<file path="config.mk">
export PLATFORM = sky130hd
export DESIGN_NAME = dsp_pipe_ctrl
export DESIGN_NICKNAME = d
export VERILOG_FILES = /design/src/rtl/dsp_pipe_pkg.sv /design/src/rtl/dsp_pipe_ctrl_cell.sv /design/src/rtl/dsp_pipe_ctrl.sv
export SDC_FILE = /design/constraint.sdc
export NUM_CORES = 1
export LEC_CHECK = 0
export BUFFER_PORTS_ARGS = -buffer_cell sky130_fd_sc_hd__buf_2
export CELL_PAD_IN_SITES_DETAIL_PLACEMENT = 1
export CELL_PAD_IN_SITES_GLOBAL_PLACEMENT = 2
export CORE_MARGIN = 5
export CORE_UTILIZATION = 19
export CTS_CLUSTER_DIAMETER = 80
export DETAILED_ROUTE_END_ITERATION = 7
export PLACE_DENSITY = 0.83
export SYNTH_ARGS = -nofsm -noshare
export SYNTH_HDL_FRONTEND = slang
export SYNTH_SLANG_ARGS = --single-unit
export TNS_END_PERCENT = 30
</file>
<file path="constraint.sdc">
create_clock -name clk -period 2.3 [get_ports clk]
set_input_delay 0.23 -clock clk [delete_from_list [all_inputs] [get_ports clk]]
set_output_delay 0.23 -clock clk [all_outputs]
set_load 0.05 [all_outputs]
</file>
<file path="src/rtl/dsp_pipe_pkg.sv">
// rtl/dsp_pipe_pkg.sv - shared constants and helpers for the DSP pipeline controller
package dsp_pipe_pkg;

  localparam int MAX_STAGES = 16;

  // Width needed to count 0..stages valid stages.
  function automatic int occ_width(input int stages);
    return $clog2(stages + 1);
  endfunction

  // Increment a counter of the given width, holding at all-ones instead of wrapping.
  function automatic logic [63:0] sat_inc(input logic [63:0] cur, input int width);
    logic [63:0] max_v;
    max_v = (width >= 64) ? {64{1'b1}} : ((64'd1 << width) - 64'd1);
    return (cur >= max_v) ? max_v : cur + 64'd1;
  endfunction

endpackage

</file>
<file path="src/rtl/dsp_pipe_ctrl_cell.sv">
// rtl/dsp_pipe_ctrl_cell.sv - one stage of the pipeline control chain (valid flag, advance, clock enable)
module dsp_pipe_ctrl_cell (
  input  logic clk,
  input  logic rst,
  input  logic flush,
  input  logic up_valid,
  input  logic down_adv,
  output logic adv,
  output logic ce,
  output logic valid,
  output logic valid_nxt
);

  logic valid_q;
  logic valid_d;

  // A stage may advance when it is empty or its occupant moves on; CE fires only for a real beat.
  always_comb begin
    adv     = ~valid_q | down_adv;
    ce      = adv & up_valid & ~flush;
    valid_d = valid_q;
    if (flush) begin
      valid_d = 1'b0;
    end else if (adv) begin
      valid_d = up_valid;
    end
  end

  // Stage valid flag register.
  always_ff @(posedge clk or posedge rst) begin
    if (rst) begin
      valid_q <= 1'b0;
    end else begin
      valid_q <= valid_d;
    end
  end

  assign valid     = valid_q;
  assign valid_nxt = valid_d;

endmodule

</file>
<file path="src/rtl/dsp_pipe_ctrl.sv">
// rtl/dsp_pipe_ctrl.sv - per-stage clock-enable generator for a DSP datapath; DSP_PIPE_CTRL_STATS_EN adds beat/stall counters
module dsp_pipe_ctrl
  import dsp_pipe_pkg::*;
#(
  parameter int STAGES = 4,
  parameter int CNT_W  = 16
) (
  input  logic                             clk,
  input  logic                             rst,
  input  logic                             in_valid,
  output logic                             in_ready,
  output logic                             out_valid,
  input  logic                             out_ready,
  input  logic                             flush,
  output logic [STAGES-1:0]                stage_ce,
  output logic [STAGES-1:0]                stage_valid,
  output logic [occ_width(STAGES)-1:0]     occupancy,
  output logic [CNT_W-1:0]                 beat_cnt,
  output logic [CNT_W-1:0]                 stall_cnt
);

  localparam int OCC_W = occ_width(STAGES);

  logic [STAGES-1:0] up_vec;
  logic [STAGES-1:0] ce_vec;
  logic [STAGES-1:0] valid_vec;
  logic [STAGES-1:0] valid_nxt_vec;
  logic [OCC_W-1:0]  occupancy_q;
  logic [OCC_W-1:0]  occupancy_d;

  // Each stage is fed by the one before it; stage 0 is fed by the upstream handshake.
  always_comb begin
    up_vec    = '0;
    up_vec[0] = in_valid;
    for (int i = 1; i < STAGES; i++) begin
      up_vec[i] = valid_vec[i-1];
    end
  end

  // Advance ripples from the tail back to the head so bubbles are collapsed in the same cycle.
  for (genvar i = 0; i < STAGES; i++) begin : g_stage
    logic adv;
    logic down_adv;
    if (i == STAGES - 1) begin : g_tail
      assign down_adv = out_ready;
    end else begin : g_mid
      assign down_adv = g_stage[i+1].adv;
    end
    dsp_pipe_ctrl_cell u_cell (
      .clk       (clk),
      .rst       (rst),
      .flush     (flush),
      .up_valid  (up_vec[i]),
      .down_adv  (down_adv),
      .adv       (adv),
      .ce        (ce_vec[i]),
      .valid     (valid_vec[i]),
      .valid_nxt (valid_nxt_vec[i])
    );
  end

  // Occupancy follows the next-state valid vector so it always matches stage_valid.
  always_comb begin
    occupancy_d = '0;
    for (int i = 0; i < STAGES; i++) begin
      occupancy_d = occupancy_d + OCC_W'(valid_nxt_vec[i]);
    end
  end

  // Occupancy register.
  always_ff @(posedge clk or posedge rst) begin
    if (rst) begin
      occupancy_q <= '0;
    end else begin
      occupancy_q <= occupancy_d;
    end
  end

  assign stage_valid = valid_vec;
  assign out_valid   = valid_vec[STAGES-1];
  assign occupancy   = occupancy_q;
  // Nothing is accepted or loaded while reset is held.
  assign stage_ce    = ce_vec & {STAGES{~rst}};
  assign in_ready    = g_stage[0].adv & ~flush & ~rst;

`ifdef DSP_PIPE_CTRL_STATS_EN
  logic [CNT_W-1:0] beat_cnt_q;
  logic [CNT_W-1:0] beat_cnt_d;
  logic [CNT_W-1:0] stall_cnt_q;
  logic [CNT_W-1:0] stall_cnt_d;

  // Saturating delivered-beat and output-stall counters; flush leaves them alone.
  always_comb begin
    beat_cnt_d  = beat_cnt_q;
    stall_cnt_d = stall_cnt_q;
    if (out_valid & out_ready) begin
      beat_cnt_d = CNT_W'(sat_inc(64'(beat_cnt_q), CNT_W));
    end
    if (out_valid & ~out_ready) begin
      stall_cnt_d = CNT_W'(sat_inc(64'(stall_cnt_q), CNT_W));
    end
  end

  // Statistics counter registers.
  always_ff @(posedge clk or posedge rst) begin
    if (rst) begin
      beat_cnt_q  <= '0;
      stall_cnt_q <= '0;
    end else begin
      beat_cnt_q  <= beat_cnt_d;
      stall_cnt_q <= stall_cnt_d;
    end
  end

  assign beat_cnt  = beat_cnt_q;
  assign stall_cnt = stall_cnt_q;
`else
  assign beat_cnt  = '0;
  assign stall_cnt = '0;
`endif

endmodule

</file>
==> impl_metrics.ini <==
[grt]
antenna_found_initial = 0
grt_max_degree = 8
met2_usage_pct = 9.51
gr-usage-met1_pct = 5.42
grt_pass1_vias = 389
grtUsageTotal_pct = 5.69
grt_use_met3_pct = 2.46
grt.overflow.total = 0
top_usage_layer = met2
grt_pass1_wl_um = 1810

[cts]
clockBufferDepth = 2
cts_setup_buffers = 0
cts_made_buffers = 3
clkSinkCount = 7
cts_root_buf = clkbuf_4
clkLatencyLatePin_ps = 250
cts_tree = yes
cts_max_level = 1
clk_pin_slew_ps = 50

[critical_path]
cp_max_fo = 7
crit_arrival_ps = 2150
path_class = reg -> reg
critPathLaunchType = flip-flop
cp-end-kind = flip-flop
crit_required_ps = 2430

[floorplan]
dieArea_um2 = 4640
dieHeight_um = 68.1
fp.dieW_um = 68.1
num_rows = 21
start_util_pct = 19.4
ioPinCount = 50
core_um2 = 3310

[layout]
final_cell_mix = conb_1 (32), buf_2 (17), dfrtp_1 (7), inv_1 (6), clkbuf_4 (3)
area_growth_pct = 3.90
fin_nets = 97
drive_above_1_share_pct = 23.9
fillers = 422
final_util_pct = 20.1
mostFrequentLayoutCell = conb_1
ff_latch_area_um2 = 175
multiInputGateArea_um2 = 290
antenna_cells = 0

[placement]
port_buffers = 17
place_congestion = 0.642
dpl_worst_slack_ps = 273
dp_hpwl_um = 1180

[timing]
post-route-period-util_pct = 87.6
clock.fmax_ghz = 0.496
final_max_slew_viol_count = 0
skew_ps = 4.29
fin_setup_tns_ps = 0
finalHoldViolations = 0
fin_crit_ps = 2020
rsz0062_at_grt = no
setup_violations = 0
setup_slack_ps = 285

[routing]
avgRoutedWirePerCell_um = 9.81
totalWireLength_um = 1310
viasPerCell = 3.12
firstDrtPassIters = 3
ant_nets = 0
drt_iter0_markers = 5
drc = 0
via_count = 418

[power_and_ir_drop]
p_leak_nw = 0.411
irDropWorstVdd_mv = 0.0937
cellPowerDensity_nw_per_um2 = 639

[logic_synthesis]
synth_cell_types = 20
synth-seq-cells = 7
netlist_area_um2 = 642
postSynthCellCount = 71
avgSynthCellArea_um2 = 9.04
ys_seq_area_share_pct = 27.3
synth_warnings = 0

[run_status]
status = finished, final reports clean

[job]
maxCapViolations = 0

[worst_hold_path]
worstHoldPathType = in -> reg
[what timing repair did]
action                                 in CTS  in global routing
gates resized for setup                     0                  0
hold buffers                                1                  0
endpoints found under the hold margin       7                  0
[cell type report]
class / instances / area share [%]
Timing Repair Buffer: 18 / 14.3
Clock buffer: 4 / 3.94
Inverter: 6 / 3.38
Tap cell: 46 / 8.63
Multi-Input combinational cell: 53 / 43.5
Sequential cell: 7 / 26.3
[final timing paths]
check	to	cells after the start	slack [ps]	start
max	occupancy[1]$_DFF_PP0_	6	280	g_stage[2].u_cell.valid$_DFF_PP0_
min	g_stage[1].u_cell.valid$_DFF_PP0_	2	200	flush
max reg2reg	occupancy[1]$_DFF_PP0_	6	280	g_stage[2].u_cell.valid$_DFF_PP0_
min reg2reg	g_stage[3].u_cell.valid$_DFF_PP0_	1	600	g_stage[2].u_cell.valid$_DFF_PP0_
max in group asynchronous	g_stage[2].u_cell.valid$_DFF_PP0_	3	1590	rst
min in group asynchronous	occupancy[0]$_DFF_PP0_	3	490	rst
[metal layers]
metal  vias up  part of all wire [%]
met4         0                   1.1
met3         2                   9.6
met1       202                    32
li1        195                     -
met5         -                     0
met2        19                    57
[per-stage QoR]
step / instance area, um^2 / hold slack [ps] / power (mW) / std cells
after floorplan: 758 / 33.4 / 0.340 / 102
after global placement: 631 / 181 / 0.312 / 129
after detailed placement: 631 / 192 / 0.314 / 129
after CTS: 667 / 190 / 0.434 / 134
after global routing: 667 / 202 / 0.450 / 134
final: 667 / 199 / 0.426 / 134
[synth_stat cells]
| cell type | n | area [um^2] |
|---|---|---|
| a21boi_0 | 1 | 7.51 |
| a21oi_1 | 2 | 10.0 |
| a31o_1 | 1 | 8.76 |
| a31oi_1 | 1 | 6.26 |
| and3_1 | 2 | 12.5 |
| and3b_2 | 1 | 10.0 |
| and4b_1 | 1 | 10.0 |
| buf_4 | 36 | 270 |
| conb_1 | 1 | 3.75 |
| dfrtp_1 | 7 | 175 |
| fa_1 | 1 | 20.0 |
| ha_1 | 2 | 25.0 |
| inv_1 | 6 | 22.5 |
| nand3b_1 | 1 | 7.51 |
| nand4b_1 | 1 | 8.76 |
| nor2_1 | 1 | 3.75 |
| nor2b_1 | 2 | 12.5 |
| o211a_1 | 1 | 10.0 |
| o21a_1 | 1 | 7.51 |
| o21ai_0 | 2 | 10.0 |
[flip-flops by register name, indices dropped and copies added, names as in the netlist]
register	flops
g_stage.u_cell.valid	4
occupancy	3
[where the power goes]
group	switching (mW)	total, mW	internal [mW]
sequential	0.00409	0.133	0.129
clock	0.0458	0.112	0.0663
combinational	0.164	0.181	0.0168
total	0.214	0.426	0.212
[cell families after synthesis]
logic type	share of synthesized area, %
AOI/OAI and AO/OA	9.36
adders and majority gates	7.02
buffers and inverters	45.6
DFF	27.3
other	0.584
and+or+nand+nor	10.1
[worst max-delay path: stages, from the launching register on]
cell and delay (ps):
dfrtp_1 420, and4b_1 280, a31oi_1 130, fa_1 560, inv_1 50, ha_1 170
ha_1 280
Power figures use the tool's default switching activity.
